===== config.mk =====
export PLATFORM = sky130hd
export DESIGN_NAME = div_u26_u10_arbiter
export DESIGN_NICKNAME = d
export VERILOG_FILES = /design/src/rtl/div_u26_u10_arbiter_pkg.sv /design/src/rtl/div_u26_u10_arbiter_tag_pipe.sv /design/src/rtl/div_u26_u10_arbiter.sv
export SDC_FILE = /design/constraint.sdc
export NUM_CORES = 1
export LEC_CHECK = 0
export ABC_AREA = 1
export CAP_MARGIN = 5
export CORE_MARGIN = 5
export CORE_UTILIZATION = 56
export DETAILED_ROUTE_END_ITERATION = 12
export PLACE_DENSITY = 0.89
export SYNTH_ARGS = -nofsm -noshare
export SYNTH_HDL_FRONTEND = slang
export SYNTH_SLANG_ARGS = --single-unit
export TNS_END_PERCENT = 5

===== constraint.sdc =====
create_clock -name clk -period 5.2 [get_ports clk]
set_input_delay 0.78 -clock clk [delete_from_list [all_inputs] [get_ports clk]]
set_output_delay 0.78 -clock clk [all_outputs]
set_load 0.1 [all_outputs]

===== src/rtl/div_u26_u10_arbiter_pkg.sv =====
// Shared defaults and helpers for the round-robin divider arbiter.
// Widths are parameters of the modules; this package supplies their defaults.
package div_u26_u10_arbiter_pkg;

  localparam int DEF_NREQ    = 4;
  localparam int DEF_DVD_W   = 26;
  localparam int DEF_DVS_W   = 10;
  localparam int DEF_DIV_LAT = 26;

  // Requester-ID width; at least one bit so single-field tags stay legal.
  function automatic int id_width(input int n);
    return (n > 1) ? $clog2(n) : 1;
  endfunction

endpackage


===== src/rtl/div_u26_u10_arbiter_tag_pipe.sv =====
// Enabled shift register carrying {valid, id, dz, dividend_lo} alongside the divider,
// so each divider result can be matched to its owner and its divide-by-zero fixup.
module div_u26_u10_arbiter_tag_pipe #(
  parameter int DEPTH = 26,
  parameter int ID_W  = 2,
  parameter int LO_W  = 10
) (
  input  logic            clk,
  input  logic            rst_n,
  input  logic            en,
  input  logic            valid_i,
  input  logic [ID_W-1:0] id_i,
  input  logic            dz_i,
  input  logic [LO_W-1:0] lo_i,
  output logic            valid_o,
  output logic [ID_W-1:0] id_o,
  output logic            dz_o,
  output logic [LO_W-1:0] lo_o,
  output logic            any_valid_o
);

  typedef struct packed {
    logic [ID_W-1:0] id;
    logic            dz;
    logic [LO_W-1:0] lo;
  } tag_data_t;

  logic [DEPTH-1:0] valid_q;
  tag_data_t        data_q [DEPTH];

  always_ff @(posedge clk or negedge rst_n) begin
    if (!rst_n) begin
      valid_q <= '0;
    end else if (en) begin
      valid_q <= (valid_q << 1) | DEPTH'(valid_i);
    end
  end

  // NOTE: only the valid bits are reset; the payload is ignored unless its valid bit
  // is set, so the data array stays a plain register file with no reset fan-out.
  always_ff @(posedge clk) begin
    if (en) begin
      data_q[0] <= '{id: id_i, dz: dz_i, lo: lo_i};
      for (int i = 1; i < DEPTH; i++) begin
        data_q[i] <= data_q[i-1];
      end
    end
  end

  assign valid_o     = valid_q[DEPTH-1];
  assign id_o        = data_q[DEPTH-1].id;
  assign dz_o        = data_q[DEPTH-1].dz;
  assign lo_o        = data_q[DEPTH-1].lo;
  assign any_valid_o = |valid_q;

endmodule


===== src/rtl/div_u26_u10_arbiter.sv =====
// Round-robin arbiter sharing one pipelined unsigned divider among NREQ requesters;
// a tag pipe routes each registered result back to the requester that issued it.
module div_u26_u10_arbiter
  import div_u26_u10_arbiter_pkg::*;
#(
  parameter int NREQ    = DEF_NREQ,
  parameter int DVD_W   = DEF_DVD_W,
  parameter int DVS_W   = DEF_DVS_W,
  parameter int DIV_LAT = DEF_DIV_LAT
) (
  input  logic                    clk,
  input  logic                    rst_n,
  input  logic                    en,
  input  logic [NREQ-1:0]         req_valid,
  output logic [NREQ-1:0]         req_ready,
  input  logic [NREQ*DVD_W-1:0]   req_dividend,
  input  logic [NREQ*DVS_W-1:0]   req_divisor,
  output logic [NREQ-1:0]         resp_valid,
  output logic [DVD_W-1:0]        resp_quotient,
  output logic [DVS_W-1:0]        resp_remain,
  output logic                    resp_dz,
  output logic                    busy,
  output logic                    div_clken,
  output logic [DVD_W-1:0]        div_numer,
  output logic [DVS_W-1:0]        div_denom,
  input  logic [DVD_W-1:0]        div_quotient,
  input  logic [DVS_W-1:0]        div_remain
);

  localparam int ID_W = id_width(NREQ);

  logic [ID_W-1:0]  ptr_q, ptr_d;
  logic [ID_W-1:0]  win_id;
  logic             win_found;
  logic             issue_dz;

  logic             tag_valid, tag_dz, tag_any;
  logic [ID_W-1:0]  tag_id;
  logic [DVS_W-1:0] tag_lo;

  logic [NREQ-1:0]  resp_valid_q;
  logic [DVD_W-1:0] resp_quotient_q;
  logic [DVS_W-1:0] resp_remain_q;
  logic             resp_dz_q;

  // Scan from the pointer, wrapping, and take the first active request.
  // NOTE: every output of this block gets a default before the loop so no latch is inferred.
  always_comb begin
    int idx;
    idx       = 0;
    win_found = 1'b0;
    win_id    = '0;
    for (int k = 0; k < NREQ; k++) begin
      idx = int'(ptr_q) + k;
      if (idx >= NREQ) idx = idx - NREQ;
      if (!win_found && req_valid[idx]) begin
        win_found = 1'b1;
        win_id    = ID_W'(idx);
      end
    end
    if (!(en && rst_n)) win_found = 1'b0;
  end

  always_comb begin
    req_ready = '0;
    div_numer = '0;
    div_denom = '0;
    if (win_found) begin
      req_ready[win_id] = 1'b1;
      div_numer         = req_dividend[int'(win_id)*DVD_W +: DVD_W];
      div_denom         = req_divisor[int'(win_id)*DVS_W +: DVS_W];
    end
  end

  assign issue_dz = (div_denom == '0);
  assign ptr_d    = (int'(win_id) == NREQ - 1) ? '0 : win_id + 1'b1;

  div_u26_u10_arbiter_tag_pipe #(
    .DEPTH (DIV_LAT),
    .ID_W  (ID_W),
    .LO_W  (DVS_W)
  ) u_tag_pipe (
    .clk         (clk),
    .rst_n       (rst_n),
    .en          (en),
    .valid_i     (win_found),
    .id_i        (win_id),
    .dz_i        (issue_dz),
    .lo_i        (div_numer[DVS_W-1:0]),
    .valid_o     (tag_valid),
    .id_o        (tag_id),
    .dz_o        (tag_dz),
    .lo_o        (tag_lo),
    .any_valid_o (tag_any)
  );

  // Output register: the strobe lasts one enabled cycle, the data bus holds its last value.
  // NOTE: sequential state uses non-blocking assignments so every register samples pre-edge values.
  always_ff @(posedge clk or negedge rst_n) begin
    if (!rst_n) begin
      ptr_q           <= '0;
      resp_valid_q    <= '0;
      resp_quotient_q <= '0;
      resp_remain_q   <= '0;
      resp_dz_q       <= 1'b0;
    end else begin
      resp_valid_q <= '0;
      if (en) begin
        if (win_found) ptr_q <= ptr_d;
        if (tag_valid) begin
          resp_valid_q[tag_id] <= 1'b1;
          resp_dz_q            <= tag_dz;
          if (tag_dz) begin
            resp_quotient_q <= '1;
            resp_remain_q   <= tag_lo;
          end else begin
            resp_quotient_q <= div_quotient;
            resp_remain_q   <= div_remain;
          end
        end
      end
    end
  end

  assign resp_valid    = resp_valid_q;
  assign resp_quotient = resp_quotient_q;
  assign resp_remain   = resp_remain_q;
  assign resp_dz       = resp_dz_q;
  assign busy          = tag_any | (|resp_valid_q);
  assign div_clken     = en;

endmodule

==> results.toml <==
[critical_path]
r2r_end = "u_tag_pipe.data_q[0][7]$_DFFE_PP_"
cp-startpoint = "req_valid[3]"
rr_startpoint = "ptr_q[0]$_DFFE_PN0P_"
cp.depth = 14
cp_top_family = "buffers and inverters"
path_cells = "clkdlybuf4s50_1, inv_1, nand2_1, nand3_1, nand2_2, nor2_4, nand3_2, nand3_4, inv_2, buf_4, o21ai_0, o21bai_1, a21oi_1, buf_12"
ff2ff_setup_slack_ns = 2.05
worstPathArrival_ns = 3.71
endpoint = "div_numer[7]"
critPathMaxFanout = 25
start_kind = "input port"
reg2regPathDepth = 12
worst-path-buf-inv = 5
slowest_stage = "clkdlybuf4s50_1"
max_stage_delay_ns = 0.48
crit_type = "input port to primary output"
crit_required_ns = 4.42
cp-end-kind = "primary output"

[synth]
syn-instance-count = 1026
synth_cell_types = 31
async_flop_share = 0.170
ys_seq_area_frac = 0.801
yosys_warnings = 0
synth_edf_count = 338
ys_ff_latch = 407
syn_avg_cell_area_um2 = 14.5
syn-num-nets = 1217
synthFlopType = "edfxtp_1"
netlist_area_um2 = 14800

[timing]
final_hold_viol_count = 0
setup_tns_ns = 0
setup_viol = 0
slew_headroom = 0.301
worst_pin_slew_ns = 1.05
worst_slack_ns = 0.714
slew_violations = 0
fin_crit_ns = 4.49
max_freq_ghz = 0.223
skew_ns = 0.0210
fin_crit_sh = 0.863
grt_setup_unrepaired = "no"

[grt]
grt_usage = 0.195
use_met2 = 0.320
antenna_found_initial = 3
grt_busiest_layer = "met2"
grt_use_met3 = 0.0614
grt_max_degree = 211
grt_pass1_vias = 9032
grt_overflow = 0
globalRouteMet1Util = 0.243
grt_pass1_wl_um = 47300

[routing]
drc = 0
post_drt_wl_per_cell_um = 17.9
drt_iter0_drc = 662
routed_wl_um = 29900
ant_nets = 0
vias_per_cell = 5.28
vias = 8819
detail_route.first_pass.iterations = 5

[placement]
dp_slack_ns = 0.741
finalWeightedCongestion = 0.903
port_buffers = 269
dp_hpwl_um = 19300

[cts]
cts-buffers-inserted = 39
htree_num_levels = 2
insertion_delay_ns = 0.52
cts_tree = "yes"
cts_sinks = 407
cts-root-buf = "clkbuf_16"
cts-hold-fix-buffers = 0
post-cts-setup-buffers = 0
cts.path.max_buffers = 3
clk_pin_slew_worst_paths_ns = 0.06
cts_resized = 0

[worst_hold_path]
hp-class = "input port to async pin"

[pwr]
ir_worst_vdd_uv = 609
leakagePower_nw = 7.42
powerDensity_nw_per_um2 = 610

[die]
coreArea_um2 = 26100
die-height_um = 173
start_util = 0.569
die_w_um = 173
design.die.area_um2 = 29800
fp-row-count = 59
pin_count = 270

[final_layout]
fin_nets = 1491
syn_to_final_growth_pct = 30.4
drive_above_1_share = 0.101

[flow_run]
max_cap_viol_count = 0

[status]
status = "finished clean"
how the worst min path moves through the flow:
stage,start,endpoint,slack (ns),cells after the start
4_1_cts,rst_n,resp_remain[8]$_DFFE_PN0P_,0.24,1
3_5_place_dp,u_tag_pipe.data_q[0][15]$_DFFE_PP_,u_tag_pipe.data_q[0][28]$_DFFE_PP_,0.40,0
6_report,rst_n,resp_remain[3]$_DFFE_PN0P_,0.25,1
2_1_floorplan,u_tag_pipe.data_q[0][87]$_DFFE_PP_,u_tag_pipe.data_q[0][100]$_DFFE_PP_,0.40,0
5_1_grt,rst_n,resp_remain[6]$_DFFE_PN0P_,0.27,1
3_3_place_gp,u_tag_pipe.data_q[0][12]$_DFFE_PP_,u_tag_pipe.data_q[0][25]$_DFFE_PP_,0.40,0
routing by layer:
layer,up-vias,part of all wire
met3,72,0.082
met2,371,0.49
li1,4154,-
met1,4222,0.39
met5,-,0
met4,0,0.040
kinds of logic (layout without fill, tap and decap cells):
logic type / after synthesis / count (layout) / share of synthesized area
simple gates: 294 / 294 / 0.0866
other cells: 0 / 3 / 0
mux: 1 / 1 / 0.000759
compound gates: 193 / 193 / 0.0710
buf+inv: 127 / 432 / 0.0377
fa+ha+maj: 4 / 4 / 0.00337
flops: 407 / 407 / 0.801
Yosys cell counts (3+ instances only):
library cell / number / area share
buf_2: 13 / 0.0044
dfrtp_1: 69 / 0.12
nand2_2: 8 / 0.0034
inv_2: 5 / 0.0013
o21ai_1: 16 / 0.0054
nand3_1: 21 / 0.0071
o21ai_0: 113 / 0.038
nand4_1: 15 / 0.0063
buf_6: 5 / 0.0038
o21bai_1: 26 / 0.013
nor3_1: 4 / 0.0013
clkbuf_1: 21 / 0.0053
inv_1: 74 / 0.019
nand2_1: 137 / 0.035
o211ai_1: 3 / 0.0015
nor4_1: 3 / 0.0013
a21oi_1: 33 / 0.011
ha_1: 4 / 0.0034
edfxtp_1: 338 / 0.68
nand3_2: 3 / 0.0020
buf_4: 6 / 0.0030
nor2_1: 97 / 0.025
sequential cells by signal (all words and copies together) (netlist names):
signal,cells
ptr_q,2
resp_dz,1
resp_quotient,26
resp_remain,10
resp_valid,4
u_tag_pipe.data_q,338
u_tag_pipe.valid_q,26
layout by cell type, fill, tap and decap left out, types with 3 or more instances in the layout:
cell	netlist	routed
edfxtp_1	338	338
clkdlybuf4s50_1	0	227
nand2_1	137	136
o21ai_0	113	113
nor2_1	97	97
inv_1	74	74
dfrtp_1	69	69
clkbuf_16	0	41
buf_12	0	34
a21oi_1	33	33
o21bai_1	26	26
nand3_1	21	21
buf_4	6	17
o21ai_1	16	16
nand4_1	15	15
clkbuf_1	21	11
nand2_2	8	9
clkinv_2	0	7
clkinv_1	0	6
inv_2	5	5
nor3_1	4	4
ha_1	4	4
clkbuf_8	0	4
diode_2	0	3
nand3_2	3	3
o211ai_1	3	3
nor4_1	3	3
power breakdown:
group / switching, mW / internal, mW / total, mW
clock: 1.13 / 1.56 / 2.69
combinational: 3.51 / 1.52 / 5.03
sequential: 0.151 / 3.93 / 4.09
through the flow:
step           area (µm²)  utilization  hold WS (ns)  cells  total power, mW
5_1_grt             19300        0.742         0.269   1669             12.4
3_3_place_gp        18100        0.695         0.400   1594             9.08
6_report            19300        0.742         0.253   1669             11.8
2_1_floorplan       14800            -         0.400   1026             7.77
4_1_cts             19300        0.742         0.236   1666             11.9
3_5_place_dp        18100        0.695         0.405   1594             9.17
final cells by class:
class,count,area [µm²]
Clock buffer,56,1120
Multi-Input combinational cell,492,2400
Fill cell,1576,6710
Tap cell,335,419
Timing Repair Buffer,280,3100
Antenna cell,3,7.51
Clock inverter,16,115
Sequential cell,407,11900
Inverter,80,305
Note: power is estimated with default switching activity, not from simulation.
==> RTL edit (same flow settings) <==
Make the reset (`rst_n`) synchronous in 2 clocked blocks.
--- a/src/rtl/div_u26_u10_arbiter_tag_pipe.sv
+++ b/src/rtl/div_u26_u10_arbiter_tag_pipe.sv
@@ -29,5 +29,5 @@
   tag_data_t        data_q [DEPTH];
 
-  always_ff @(posedge clk or negedge rst_n) begin
+  always_ff @(posedge clk) begin
     if (!rst_n) begin
       valid_q <= '0;
--- a/src/rtl/div_u26_u10_arbiter.sv
+++ b/src/rtl/div_u26_u10_arbiter.sv
@@ -97,5 +97,5 @@
   // Output register: the strobe lasts one enabled cycle, the data bus holds its last value.
   // NOTE: sequential state uses non-blocking assignments so every register samples pre-edge values.
-  always_ff @(posedge clk or negedge rst_n) begin
+  always_ff @(posedge clk) begin
     if (!rst_n) begin
       ptr_q           <= '0;
Function: differs if rst_n is asserted again (counterexample within 4 cycles, from zero or initial values and one cycle with rst_n low); with rst_n held inactive, the same outputs for 4 cycles.
==> RTL edit against the unedited design <==
Highest routed layer unchanged. Routed wire length increased by 6.0%. Cell count rose by 0.96%. Critical path depth unchanged. Largest cell class unchanged. Setup slack got worse by 0.053 ns. Maximum frequency is 1.2% lower. Area after synthesis decreased by 1.7%. Design area shrank 0.62%. Via count up 2.1%. Count of clock-buffer cells in the layout decreased by 1. Sequential cell count unchanged. Critical path type is now reg -> out.
Power is not compared: it rests on default switching activity, and its combinational part moved more than twofold at a synthesized area within 25%.
==> RTL edit: results (changes against the unedited design) <==
==================================================================================
Clock Path Buffers ..................................................            3   unchanged
Initial DRT Pass Iterations .........................................            5   unchanged
Post-Layout Cell Count ..............................................        1,685   +0.96%
Mapped Avg Cell Area ................................................     13.9 um2   -3.8%
Uppermost signal routing layer after detailed routing ...............         met4
Total wire length ...................................................    31,700 um   +6.0%
Placed Instances ....................................................        1,614   +1.3%
Clock transition at path regs .......................................      0.06 ns   about the same
Insertion delay of the later-clocked pin in the worst-skew pair .....      0.52 ns   about the same
Setup Fix Bufs, Post-CTS ............................................            0   unchanged
Worst-path maximum fanout ...........................................           39   +56%
Worst vdd rail ir drop ..............................................   0.000270 V
Top FF cell, synth ..................................................     edfxtp_1
CP Data Arrival Time ................................................      3.76 ns   +0.05 ns
Tightest Pin Transition .............................................      1.17 ns   +0.126 ns
Unique masters post-synth ...........................................           35   +13%
H-tree levels .......................................................            2   unchanged
Wire length of the first global-routing pass ........................    47,700 um   +0.88%
Most used standard cells in the synthesized netlist ................. edfxtp_1, nor2_1, o21ai_0
Flip-flop count of the largest register, all copies and words added .          338   unchanged
Via count of the first global-routing pass ..........................        9,071   +0.43%
Port buffer count ...................................................          269   unchanged
Number of nets in the layout ........................................        1,510   +1.3%
Count of warnings emitted by yosys ..................................            0   unchanged
CTS root buffer .....................................................    clkbuf_16
Result of the run ...................................................    completed
Largest register by flop count ...................................... u_tag_pipe.data_q
Post-synth net total ................................................        1,239   +1.8%
Total routed wire length on the met1 layer ..........................    11,400 um   -3.0%
Sequential fraction of the synthesis area ...........................        79.1%   -0.99 points
Via count of the routed design ......................................        9,006   +2.1%
Share of cells above drive strength 1 ...............................        10.2%   +0.013 points
Post-CTS sizing .....................................................            0   unchanged
Post-synthesis async set-or-reset flop share ........................           0%   -17 points
Class of the most critical hold timing path .........................   reg -> reg
Final setup skew ....................................................    0.0122 ns   -0.00885 ns
Initial antenna violation count .....................................            1   -2
Cell types with the largest area share after synthesis .............. edfxtp_1, dfxtp_1, nor2_1
All-layer global routing usage ......................................        21.1%   +1.6 points
Clock buffers created by TritonCTS ..................................           38   -2.6%
Pin count of the biggest net entering global routing ................          202   -4.3%
Met2 layer wire length in the routed design .........................    16,400 um   +13%
Half-perimeter wire length after detailed placement .................    20,300 um   +5.0%
Detailed Route Iter0 Violations .....................................          722   +9.1%
Lkg Pwr .............................................................      7.14 nW
Global placer's final weighted congestion ...........................        0.855   -5.3%
EDFF count, synth ...................................................          338   unchanged
Met3 WL .............................................................      2790 um   +14%
==================================================================================
## RTL edit: cell types whose count changed after synthesis, sizes merged, moves of 6 or more
cell	unedited run	this run
nor3	4	29
dfrtp	69	0
nor2	98	158
inv	80	58
dfxtp	0	69
nand4	15	9
nand2	148	102
a21oi	33	44
o21ai	129	119
clkbuf	22	29
## RTL edit: logic make-up after synthesis
logic type | Yosys count | synth area share, %
DFF | 407 | 79.1
AOI/OAI and AO/OA | 196 | 7.39
buffers and inverters | 110 | 3.36
and+or+nand+nor | 331 | 9.84
adders and majority gates | 4 | 0.343
## RTL edit: report_power, final
part | internal (W) | switching [W]
Combinational | 0.000639 | 0.00130
Clock | 0.00163 | 0.00114
Sequential | 0.00377 | 0.0000802
## RTL edit: worst max-delay path, stage by stage, from the launching register on
cell	delay (ns)
dfxtp_1	0.63
inv_2	0.21
nand2_1	0.12
nand2_2	0.09
nand2_2	0.09
nand2_2	0.07
nor2_4	0.14
nand3_1	0.09
nand3_1	0.09
nand2_2	0.40
buf_4	0.37
nor2_1	0.10
o21ai_1	0.06
a21oi_1	0.49
buf_12	0.25
## RTL edit: worst paths after layout
| check | startpoint | endpoint | slack [ns] | cells past startpoint |
|---|---|---|---|---|
| min | u_tag_pipe.data_q[0][118] | u_tag_pipe.data_q[0][131] | 0.41 | 0 |
| max | ptr_q[0] | div_numer[9] | 0.66 | 14 |
| max reg2reg | ptr_q[0] | u_tag_pipe.data_q[0][10] | 1.72 | 16 |
| min reg2reg | u_tag_pipe.data_q[0][118] | u_tag_pipe.data_q[0][131] | 0.41 | 0 |
## RTL edit: area by class of cell
cell class	instances	area [um2]
inverters	59	224
repair buffers	282	3220
flip-flops and latches	407	11500
clock inverters	15	129
fillers	1544	6610
well taps	335	419
diodes	1	2.50
multi-input cells	531	2560
clock buffers	55	1140
## RTL edit: per-stage QoR
step                hold WS (ns)  setup WS [ns]  instance area (um2)  utilization, %  power (W)
global route               0.416          0.359                19200            74.4    0.00891
finish                     0.411          0.660                19200            74.4    0.00856
CTS                        0.411          0.628                19200            74.4    0.00864
global placement           0.401          0.851                18000            69.5    0.00579
floorplan                  0.400          0.951                14600               -    0.00510
detailed placement         0.405          0.796                18000            69.5    0.00584
## RTL edit: per-layer routing
| layer | vias up | global-route usage [%] |
|---|---|---|
| met5 | - | 0 |
| met1 | 4307 | 23.2 |
| met4 | 0 | 8.75 |
| met2 | 378 | 38.3 |
| met3 | 66 | 6.04 |
| li1 | 4255 | - |
